File: src/rtl/imem_stream_loader.sv
// imem_stream_loader: packs UART receive bytes little-endian into DATA_W-bit
// words and writes each completed word to instruction memory at an
// auto-incrementing address, with fill, overrun and debug status.
// Optional feature: define IMEM_LOADER_CHECKSUM_EN to build a running XOR
// checksum of all written words; otherwise o_checksum is tied to zero.
module imem_stream_loader #(
    parameter int unsigned DATA_W = 32,
    parameter int unsigned ADDR_W = 3,
    parameter bit          WRAP   = 1'b0
) (
    input  logic              clk,
    input  logic              rst,
    input  logic              i_byte_valid,
    input  logic [7:0]        i_byte,
    input  logic              i_clear,
    output logic              o_we,
    output logic [ADDR_W-1:0] o_addr,
    output logic [DATA_W-1:0] o_data,
    output logic [ADDR_W:0]   o_word_count,
    output logic              o_busy,
    output logic              o_full,
    output logic              o_overrun,
    output logic [DATA_W-1:0] o_checksum,
    output logic              o_debug_flag
);

    localparam int unsigned NBYTES = DATA_W / 8;
    localparam int unsigned DEPTH  = 1 << ADDR_W;
    localparam int unsigned IDX_W  = (NBYTES > 1) ? $clog2(NBYTES) : 1;
    localparam int unsigned CNT_W  = ADDR_W + 1;

    typedef enum logic [1:0] {
        S_COLLECT = 2'd0,
        S_WRITE   = 2'd1,
        S_ADVANCE = 2'd2,
        S_FULL    = 2'd3
    } state_e;

    state_e              state_q, state_d;
    logic [1:0]          sync_q, sync_d;
    logic [IDX_W-1:0]    idx_q, idx_d;
    logic [DATA_W-1:0]   asm_q, asm_d;
    logic [DATA_W-1:0]   asm_next;
    logic [IDX_W+2:0]    lane_lo;
    logic                we_q, we_d;
    logic [ADDR_W-1:0]   addr_q, addr_d;
    logic [DATA_W-1:0]   data_q, data_d;
    logic [CNT_W-1:0]    cnt_q, cnt_d;
    logic                busy_q, busy_d;
    logic                full_q, full_d;
    logic                ovr_q, ovr_d;
    logic                dbg_q, dbg_d;
    logic [DATA_W-1:0]   cks_q, cks_d;
    logic                byte_evt;

    // Rising edge of the receiver's byte-ready, seen one cycle after sampling
    assign byte_evt = (sync_q == 2'b01);

    // Next-state and output-register logic; i_clear overrides everything
    always_comb begin
        state_d  = state_q;
        sync_d   = {sync_q[0], i_byte_valid};
        idx_d    = idx_q;
        asm_d    = asm_q;
        we_d     = we_q;
        addr_d   = addr_q;
        data_d   = data_q;
        cnt_d    = cnt_q;
        full_d   = full_q;
        ovr_d    = ovr_q;
        dbg_d    = dbg_q;
        cks_d    = cks_q;
        lane_lo  = {idx_q, 3'b000};
        asm_next = asm_q;
        asm_next[lane_lo +: 8] = i_byte;

        case (state_q)
            S_COLLECT: begin
                if (byte_evt) begin
                    asm_d = asm_next;
                    if (idx_q == IDX_W'(NBYTES - 1)) begin
                        data_d  = asm_next;
                        idx_d   = '0;
                        state_d = S_WRITE;
                    end else begin
                        idx_d = idx_q + 1'b1;
                    end
                end
            end
            S_WRITE: begin
                we_d    = 1'b1;
                dbg_d   = ~dbg_q;
                cks_d   = cks_q ^ data_q;
                state_d = S_ADVANCE;
                if (byte_evt) ovr_d = 1'b1;
            end
            S_ADVANCE: begin
                we_d = 1'b0;
                if (cnt_q != CNT_W'(DEPTH)) cnt_d = cnt_q + 1'b1;
                if (!WRAP && (addr_q == ADDR_W'(DEPTH - 1))) begin
                    full_d  = 1'b1;
                    state_d = S_FULL;
                end else begin
                    addr_d  = addr_q + 1'b1;
                    state_d = S_COLLECT;
                    if (cnt_q == CNT_W'(DEPTH - 1)) full_d = 1'b1;
                end
                if (byte_evt) ovr_d = 1'b1;
            end
            default: begin
                // S_FULL: byte events are silently ignored
            end
        endcase

        if (i_clear) begin
            state_d = S_COLLECT;
            idx_d   = '0;
            asm_d   = asm_q;
            we_d    = 1'b0;
            addr_d  = '0;
            data_d  = data_q;
            cnt_d   = '0;
            full_d  = 1'b0;
            ovr_d   = 1'b0;
            dbg_d   = dbg_q;
            cks_d   = '0;
        end

        busy_d = (idx_d != '0) || (state_d == S_WRITE) || (state_d == S_ADVANCE);
    end

    // State and output registers
    always_ff @(posedge clk or negedge rst) begin
        if (!rst) begin
            state_q <= S_COLLECT;
            sync_q  <= 2'b00;
            idx_q   <= '0;
            asm_q   <= '0;
            we_q    <= 1'b0;
            addr_q  <= '0;
            data_q  <= '0;
            cnt_q   <= '0;
            busy_q  <= 1'b0;
            full_q  <= 1'b0;
            ovr_q   <= 1'b0;
            dbg_q   <= 1'b0;
        end else begin
            state_q <= state_d;
            sync_q  <= sync_d;
            idx_q   <= idx_d;
            asm_q   <= asm_d;
            we_q    <= we_d;
            addr_q  <= addr_d;
            data_q  <= data_d;
            cnt_q   <= cnt_d;
            busy_q  <= busy_d;
            full_q  <= full_d;
            ovr_q   <= ovr_d;
            dbg_q   <= dbg_d;
        end
    end

`ifdef IMEM_LOADER_CHECKSUM_EN
    // Running XOR of every word written
    always_ff @(posedge clk or negedge rst) begin
        if (!rst) cks_q <= '0;
        else      cks_q <= cks_d;
    end
`else
    assign cks_q = '0;
`endif

    assign o_we         = we_q;
    assign o_addr       = addr_q;
    assign o_data       = data_q;
    assign o_word_count = cnt_q;
    assign o_busy       = busy_q;
    assign o_full       = full_q;
    assign o_overrun    = ovr_q;
    assign o_checksum   = cks_q;
    assign o_debug_flag = dbg_q;

endmodule

File: config.mk
export PLATFORM = sky130hd
export DESIGN_NAME = imem_stream_loader
export DESIGN_NICKNAME = d
export VERILOG_FILES = /design/src/rtl/imem_stream_loader.sv
export SDC_FILE = /design/constraint.sdc
export NUM_CORES = 1
export LEC_CHECK = 0
export ABC_AREA = 1
export BUFFER_PORTS_ARGS = -buffer_cell sky130_fd_sc_hd__buf_2
export CAP_MARGIN = 30
export CORE_MARGIN = 2
export CORE_UTILIZATION = 33
export DETAILED_ROUTE_END_ITERATION = 16
export GPL_TIMING_DRIVEN = 0
export SLEW_MARGIN = 10
export SYNTH_ARGS = -nofsm -noshare
export SYNTH_HDL_FRONTEND = slang
export SYNTH_SLANG_ARGS = --single-unit
File: constraint.sdc
create_clock -name clk -period 2.18 [get_ports clk]
set_input_delay 0.654 -clock clk [delete_from_list [all_inputs] [get_ports clk]]
set_output_delay 0.654 -clock clk [all_outputs]
set_load 0.01 [all_outputs]
### Yosys cells after proc, flatten, opt, wreduce, memory -nomap -nowiden

Index checks and enable logic that the tools add are counted.

* add/subtract/negate cells: 4
* eq/ne operators: 10
* shift-type cells: 2
* muxes and demuxes: 25
* bitwise operators: 2
* reduce and logical (&&, ||, !) cells: 18

Operator list (number)
* bitwise mux 32 bit: 1
* variable shift 8 x 7 -> 32 bit (first input constant): 1
* indexed part select 8 x 7 -> 32 bit: 1
* two-way mux 2 bit: 8
* two-way mux 4 bit: 3
* AND reduction 2 bit: 5
* nonzero test 2 bit: 5
* two-way mux 3 bit: 3
* two-way mux 1 bit: 8
* negator 5 -> 7 bit: 1
* == test 2 x 1 -> 1 bit (second input constant): 3
* == test 2 bit (second input constant): 3
* case mux 2 bit (3 select lines): 1
* nonzero test 3 bit: 2
* adder 4 x 1 -> 4 bit (second input constant): 1
* == test 4 x 3 -> 1 bit (second input constant): 1
* != test 4 bit (second input constant): 1
* AND reduction 4 bit: 1
* adder 3 x 1 -> 3 bit (second input constant): 1
* == test 3 bit (second input constant): 1
* AND reduction 3 bit: 1
* adder 2 x 1 -> 2 bit (second input constant): 1
* logical NOT 2 bit: 1
* logical OR 1 bit: 2
* 4 further kinds: 5

* bits in registers: 82
* bits of input ports: 12
* output and inout port bits: 76
* word-level logic and storage cells: 73

### Longest topological paths before layout

Gate-level depths: netlist of run 1.

* depth in word-level cells: 8
* mapped depth: 9
* mapped depth without buffers: 8

### Worst setup path before layout of run 1

Ideal clock, no wire load.

* kind: register to register
* from: register idx_q[0]
* to: register asm_q[14]
* library setup time: 74 ps
* arrival time: 1540 ps
* data required time: 2106 ps
* slack: 566 ps
* stages on the path, launching flop included: 10
* path buffers: 2
* clock period less this slack: 1614 ps
* cell sequence: dfrtp_1 buf_2 inv_2 ha_1 inv_1 buf_2 nand3_1 o22ai_1 nand2_1 o21ai_2

* cells in the longest elaborated chain, start to end: 3
* elaborated cells on any way between the ends: 4
* those cells by class: add/sub: 1; shift: 2; mux: 1

RTL lines
* from (decl): RTL line 41 `logic [IDX_W-1:0] idx_q, idx_d;`
* from (signal assigned): RTL line 150 `idx_q <= idx_d;`
* negator 5 -> 7 bit (*): RTL line 75 `asm_next[lane_lo +: 8] = i_byte;`
* indexed part select 8 x 7 -> 32 bit or variable shift 8 x 7 -> 32 bit (tied branches): RTL line 75
* bitwise mux 32 bit (*): RTL line 75
* to (signal assigned): RTL line 151 `asm_q <= asm_d;`
* to (decl): RTL line 42 `logic [DATA_W-1:0] asm_q, asm_d;`

Every way passes the cells marked *; elsewhere a longest branch is shown, timed or not.
A chain may end at the register's enable or synchronous reset.

### Worst setup path after layout of run 1

* from: register idx_q[0]
* to: register data_q[6], in the netlist o_data[6]

* cells in the longest elaborated chain, start to end: 3
* elaborated cells on any way between the ends: 6
* those cells by class: add/sub: 1; eq/ne: 1; shift: 2; mux: 1; reduce/logical: 1

RTL lines
* negator 5 -> 7 bit: RTL line 75
* indexed part select 8 x 7 -> 32 bit or variable shift 8 x 7 -> 32 bit (tied branches): RTL line 75
* bitwise mux 32 bit: RTL line 75
* to (signal assigned): RTL line 154 `data_q <= data_d;`
* to (decl): RTL line 47 `logic [DATA_W-1:0] data_q, data_d;`

Several ways; a longest one is shown, not always the timed one.

==> flow_summary.ini, run 1 <==
[logic_synthesis]
ys_seq_elements = 82
synth_warnings = 0
synthArstFlopShare_pct = 100
syn-instance-count = 488
ys.flop_type = dfrtp_1
ys_types = 30
syn_area_per_cell_um2 = 8.72
synthesis.area_um2 = 4260
yosysSeqAreaShare_pct = 48.2
synth_enable_flop_cells = 0

[pwr]
p_switching_mw = 1.25
power.density_nw_per_um2 = 807
p_comb_share_pct = 20.9
swShare_pct = 29.8
seqPwrFrac_pct = 44.6
p_int_mw = 2.93
power_leakage_nw = 2.73
pwr-share-clk_pct = 34.6
total_power_mw = 4.18
vdd_drop_max_mv = 0.424

[floorplanning]
die_w_um = 118
die_h_um = 118
dieArea_um2 = 13800
start_util_pct = 33.7
num_rows = 41
core_area_um2 = 12600
pin_count = 88

[route]
ant_nets = 0
drtIter0Drc = 164
wl_mm = 9.65
wire_per_inst_um = 12.7
route.detailed.drc = 0
firstDrtPassIters = 4
vias = 3327
viasPerCell = 4.37

[global_route]
grt_max_degree = 46
grt_pass1_wl_mm = 16.4
antenna_found_initial = 0
grt.overflow.total = 0
first_global_vias = 3343
grt_use_total_pct = 14.7

[cells_and_area]
areaGrowthSynthToFinish_pct = 21.6
fin_nets = 612
drive_gt1_share_pct = 24.9
n_antenna_cell = 0
final_util_pct = 41.0

[clocking]
htree_levels = 3
post_cts_buffers = 0
cts-root-to-sink-buffers = 2
path_clk_slew_ps = 60
cts_root_buffer = clkbuf_16
cts_hold_buf = 0
cts_resized = 0
cts_sinks = 82
worstSkewPairLatency_ps = 340
cts_tree = yes
cts-buffers-inserted = 9

[place]
hpwl_mm = 7.19
gp_congestion = 0.801
pre_cts_slack_ps = 222
numPortBuffers = 54

[setup_path]
end_kind = flip-flop
cp_top_family = buffers and inverters
worst-path-max-fanout = 9
crit_required_ps = 2460
cp.arrival_ps = 2290
cpPeakStageDelay_ps = 390
path_class = reg -> reg
critPathSlowestCell = dfrtp_1
cp_cell_sequence = buf_2, inv_2, ha_1, inv_1, nand4_2, o22ai_1, nand2_1, nand2_1
start_kind = flip-flop
worst-path-buf-inv = 3
cpMostUsedCell = nand2_1

[sta]
max_slew_margin_pct = 65.2
maxSlewViolCount = 0
fin_skew_ps = 7.51
rsz0062_at_grt = no
setup_viol = 0
timing.final.crit_share_pct = 92.1
postLayoutSetupSlackWorst_ps = 172
worst_slew_pin_slew_ps = 522
period_minus_slack_ps = 2010
fmax_mhz = 498
hold_violations = 0

[hold_path]
min_path_type = in -> async

[run_status]
status = completed

[flow_run]
drv_cap = 0
==> cell usage in the layout, fill, tap and decap left out, types with 2 or more instances in the layout <==
cell         n
clkbuf_4     2
nand3_1     22
buf_4       36
buf_6        3
inv_1       61
nand2_1    159
nor2_1       8
conb_1      32
o21ai_0     15
a21oi_1      4
clkbuf_8     2
o22ai_1     31
nand4_1      2
o21ai_2     19
ha_1        15
clkinv_4     2
clkbuf_16    9
buf_2       57
o21ai_1      6
dfrtp_1     82
inv_2        3
buf_12       4
clkbuf_1     3
==> per-stage QoR <==
stage / std cells / setup TNS, ps / hold slack (ps) / area (um2)
6_report: 762 / 0 / 287 / 5180
5_1_grt: 762 / 0 / 325 / 5180
4_1_cts: 762 / 0 / 307 / 5170
3_5_place_dp: 746 / 0 / 462 / 4890
3_3_place_gp: 745 / -15570 / 457 / 4860
2_1_floorplan: 519 / 0 / 358 / 4370
==> power by group through the flow <==
stage               Sequential [mW]  Clock, mW  Combinational (mW)
floorplan                      1.93          0               0.540
detailed placement             1.89          0               0.873
finish                         1.86       1.44               0.872
global placement               1.88          0               0.845
global route                   1.89       1.55               0.987
CTS                            1.87       1.49               0.879
==> registers in the layout, summed over array words and instances (netlist names) <==
| signal | cells |
|---|---|
| asm_q | 32 |
| o_we | 1 |
| o_full | 1 |
| o_debug_flag | 1 |
| o_addr | 3 |
| sync_q | 2 |
| o_data | 32 |
| state_q | 2 |
| o_busy | 1 |
| o_word_count | 4 |
| o_overrun | 1 |
| idx_q | 2 |
==> path summary, 6_finish.rpt <==
kind | from | to | slack (ps) | depth (start not counted)
hold reg to reg | o_data[31]$_DFFE_PN0P_ | o_data[31]$_DFFE_PN0P_ | 470 | 2
max in group asynchronous | rst | asm_q[13]$_DFFE_PN0P_ | 1310 | 2
min in group clk | i_byte_valid | sync_q[0]$_DFF_PN0_ | 420 | 1
setup reg to reg | idx_q[0]$_DFF_PN0_ | o_data[6]$_DFFE_PN0P_ | 170 | 8
hold / removal | rst | o_busy$_DFF_PN0_ | 290 | 1
setup / recovery | idx_q[0]$_DFF_PN0_ | o_data[6]$_DFFE_PN0P_ | 170 | 8
==> cells in the mapped netlist (2+ instances only) <==
master / n / area, um2
clkbuf_4: 2 / 15.0
o21ai_0: 15 / 75.1
ha_1: 15 / 188
o21ai_2: 19 / 166
buf_12: 4 / 80.1
nand3_1: 22 / 110
nor2_1: 8 / 30.0
o22ai_1: 32 / 200
buf_6: 3 / 33.8
nand2_1: 159 / 597
a21oi_1: 4 / 20.0
inv_2: 3 / 11.3
dfrtp_1: 82 / 2050
buf_2: 4 / 20.0
buf_4: 35 / 263
o21ai_1: 6 / 30.0
nand4_1: 2 / 12.5
inv_1: 61 / 229
==> logic make-up after synthesis <==
family | Yosys count | synth area share (%)
compound gates | 78 | 11.9
xor+xnor | 1 | 0.206
fa+ha+maj | 15 | 4.41
buf+inv | 115 | 15.8
flops | 82 | 48.2
other cells | 1 | 0.0881
simple gates | 196 | 19.4
==> area by class of cell <==
type	instances	area (um2)
buffer	51	434
fill	1304	7440
inverter	64	240
multi-input combinational	322	1650
sequential	82	2050
tap	172	215
clock buffer	12	246
clock inverter	4	36.3
timing repair buffer	55	300
==> metal layers <==
layer | wire [um] | part of all wire, % | track usage [%]
met1 | 4330 | 45 | 18.8
met2 | 4530 | 47 | 24.1
met3 | 671 | 7.0 | 4.65
met4 | 125 | 1.3 | 3.84
met5 | 0 | 0 | 0
Power figures use the tool's default switching activity.
==> run 2: changes to the inputs <==
Settings changed: CTS_BUF_LIST from default to sky130_fd_sc_hd__clkbuf_4 sky130_fd_sc_hd__clkbuf_8.
==> flow_summary.ini, run 2 (synthesis gave the netlist of run 1 again) <==
[run_status]
status = completed

[setup_path]
start_kind = flip-flop
r2r_start = idx_q[0]$_DFF_PN0_
crit_required_ps = 2490
cp.arrival_ps = 2310
cpPeakStageDelay_ps = 400
path_class = reg -> reg
cp_cell_sequence = buf_2, inv_2, ha_1, inv_1, nand4_2, o22ai_1, nand2_1, nand2_1
cp_top_family = buffers and inverters
critPathSlowestCell = dfrtp_1
cpMostUsedCell = nand2_1
worst-path-max-fanout = 9
worst-path-buf-inv = 3
cp-startpoint = idx_q[0]$_DFF_PN0_
end_kind = flip-flop

[floorplanning]
die_h_um = 118
pin_count = 88
num_rows = 41
dieArea_um2 = 13800
die_w_um = 118
core_area_um2 = 12600
start_util_pct = 33.7

[route]
drtIter0Drc = 195
wire_per_inst_um = 12.6
wl_mm = 9.59
firstDrtPassIters = 4
viasPerCell = 4.39
route.detailed.drc = 0
ant_nets = 0
vias = 3344

[cells_and_area]
final_common_cell = nand2_1
areaGrowthSynthToFinish_pct = 19.4
design_area_um2 = 5080
final_cell_mix = nand2_1 (159), dfrtp_1 (82), inv_1 (61), buf_2 (57), buf_4 (36)
n_antenna_cell = 0
final_util_pct = 40.3
drive_gt1_share_pct = 25.3
fin_nets = 612

[sta]
maxSlewViolCount = 0
worst_slew_pin_slew_ps = 526
period_minus_slack_ps = 2000
setup_viol = 0
max_slew_margin_pct = 64.9
tns_ps = 0
hold_violations = 0
fmax_mhz = 499
timing.final.crit_share_pct = 91.9
rsz0062_at_grt = no
fin_skew_ps = 10.1

[clocking]
cts_tree = yes
worstSkewPairLatency_ps = 370
cts_resized = 0
post_cts_buffers = 0
cts_hold_buf = 0
htree_levels = 3
cts-buffers-inserted = 9
cts_root_buffer = clkbuf_8
path_clk_slew_ps = 80
cts-root-to-sink-buffers = 2
cts_sinks = 82

[place]
gp_congestion = 0.801
hpwl_mm = 7.19
place_area_um2 = 4890
numPortBuffers = 54

[pwr]
power.density_nw_per_um2 = 749
total_power_mw = 3.81
power_leakage_nw = 2.69
vdd_drop_max_mv = 0.364

[global_route]
grt_pass1_wl_mm = 16.3
grt.overflow.total = 0
first_global_vias = 3341
grt_max_degree = 46
grt_use_total_pct = 14.5
antenna_found_initial = 0

[hold_path]
min_path_type = in -> async

[flow_run]
drv_cap = 0
## run 2: cell counts in the layout (fill, tap and decap cells not counted)
Identical to the previous run, type by type.
## run 2: path summary, 6_finish.rpt
kind                                          end  slack, ps  cells past startpoint
max in group asynchronous  o_data[18]$_DFFE_PN0P_       1330                      2
min reg2reg                o_data[31]$_DFFE_PN0P_        480                      2
min                              o_busy$_DFF_PN0_        250                      1
max reg2reg                 o_data[6]$_DFFE_PN0P_        180                      8
max                         o_data[6]$_DFFE_PN0P_        180                      8
min in group clk              sync_q[0]$_DFF_PN0_        390                      1
## run 2: cell type report
cell class / count / area (um2)
Fill cell: 1313 / 7540
Multi-Input combinational cell: 322 / 1650
Clock inverter: 4 / 36.3
Inverter: 64 / 240
Clock buffer: 12 / 153
Tap cell: 172 / 215
Sequential cell: 82 / 2050
Buffer: 51 / 434
Timing Repair Buffer: 55 / 300
## run 2: worst register-to-register path, cell delays in order (launching register included)
cell and delay [ps]:
dfrtp_1 400, buf_2 220, inv_2 100, ha_1 350, inv_1 140, nand4_2 260, o22ai_1 320, nand2_1 100
nand2_1 70
## run 2: stage by stage
stage / std cells / setup slack [ps] / hold WS, ps
finish: 762 / 176 / 255
global route: 762 / 11.0 / 280
CTS: 762 / 205 / 268
detailed placement: 746 / 222 / 462
global placement: 745 / -193 / 457
floorplan: 519 / 566 / 358
## run 2: routing by layer
layer  vias to the layer above  wire length [um]  track usage, %
met2                        91              4370            23.5
li1                       1683                 -               -
met5                         -                 0               0
met4                         0               190            4.29
met3                        20               533            4.51
met1                      1550              4500            18.8
## run 2: where the power goes
part	switching [mW]	internal (mW)
sequential	0.106	1.75
combinational	0.513	0.360
clock	0.591	0.483
total	1.21	2.60
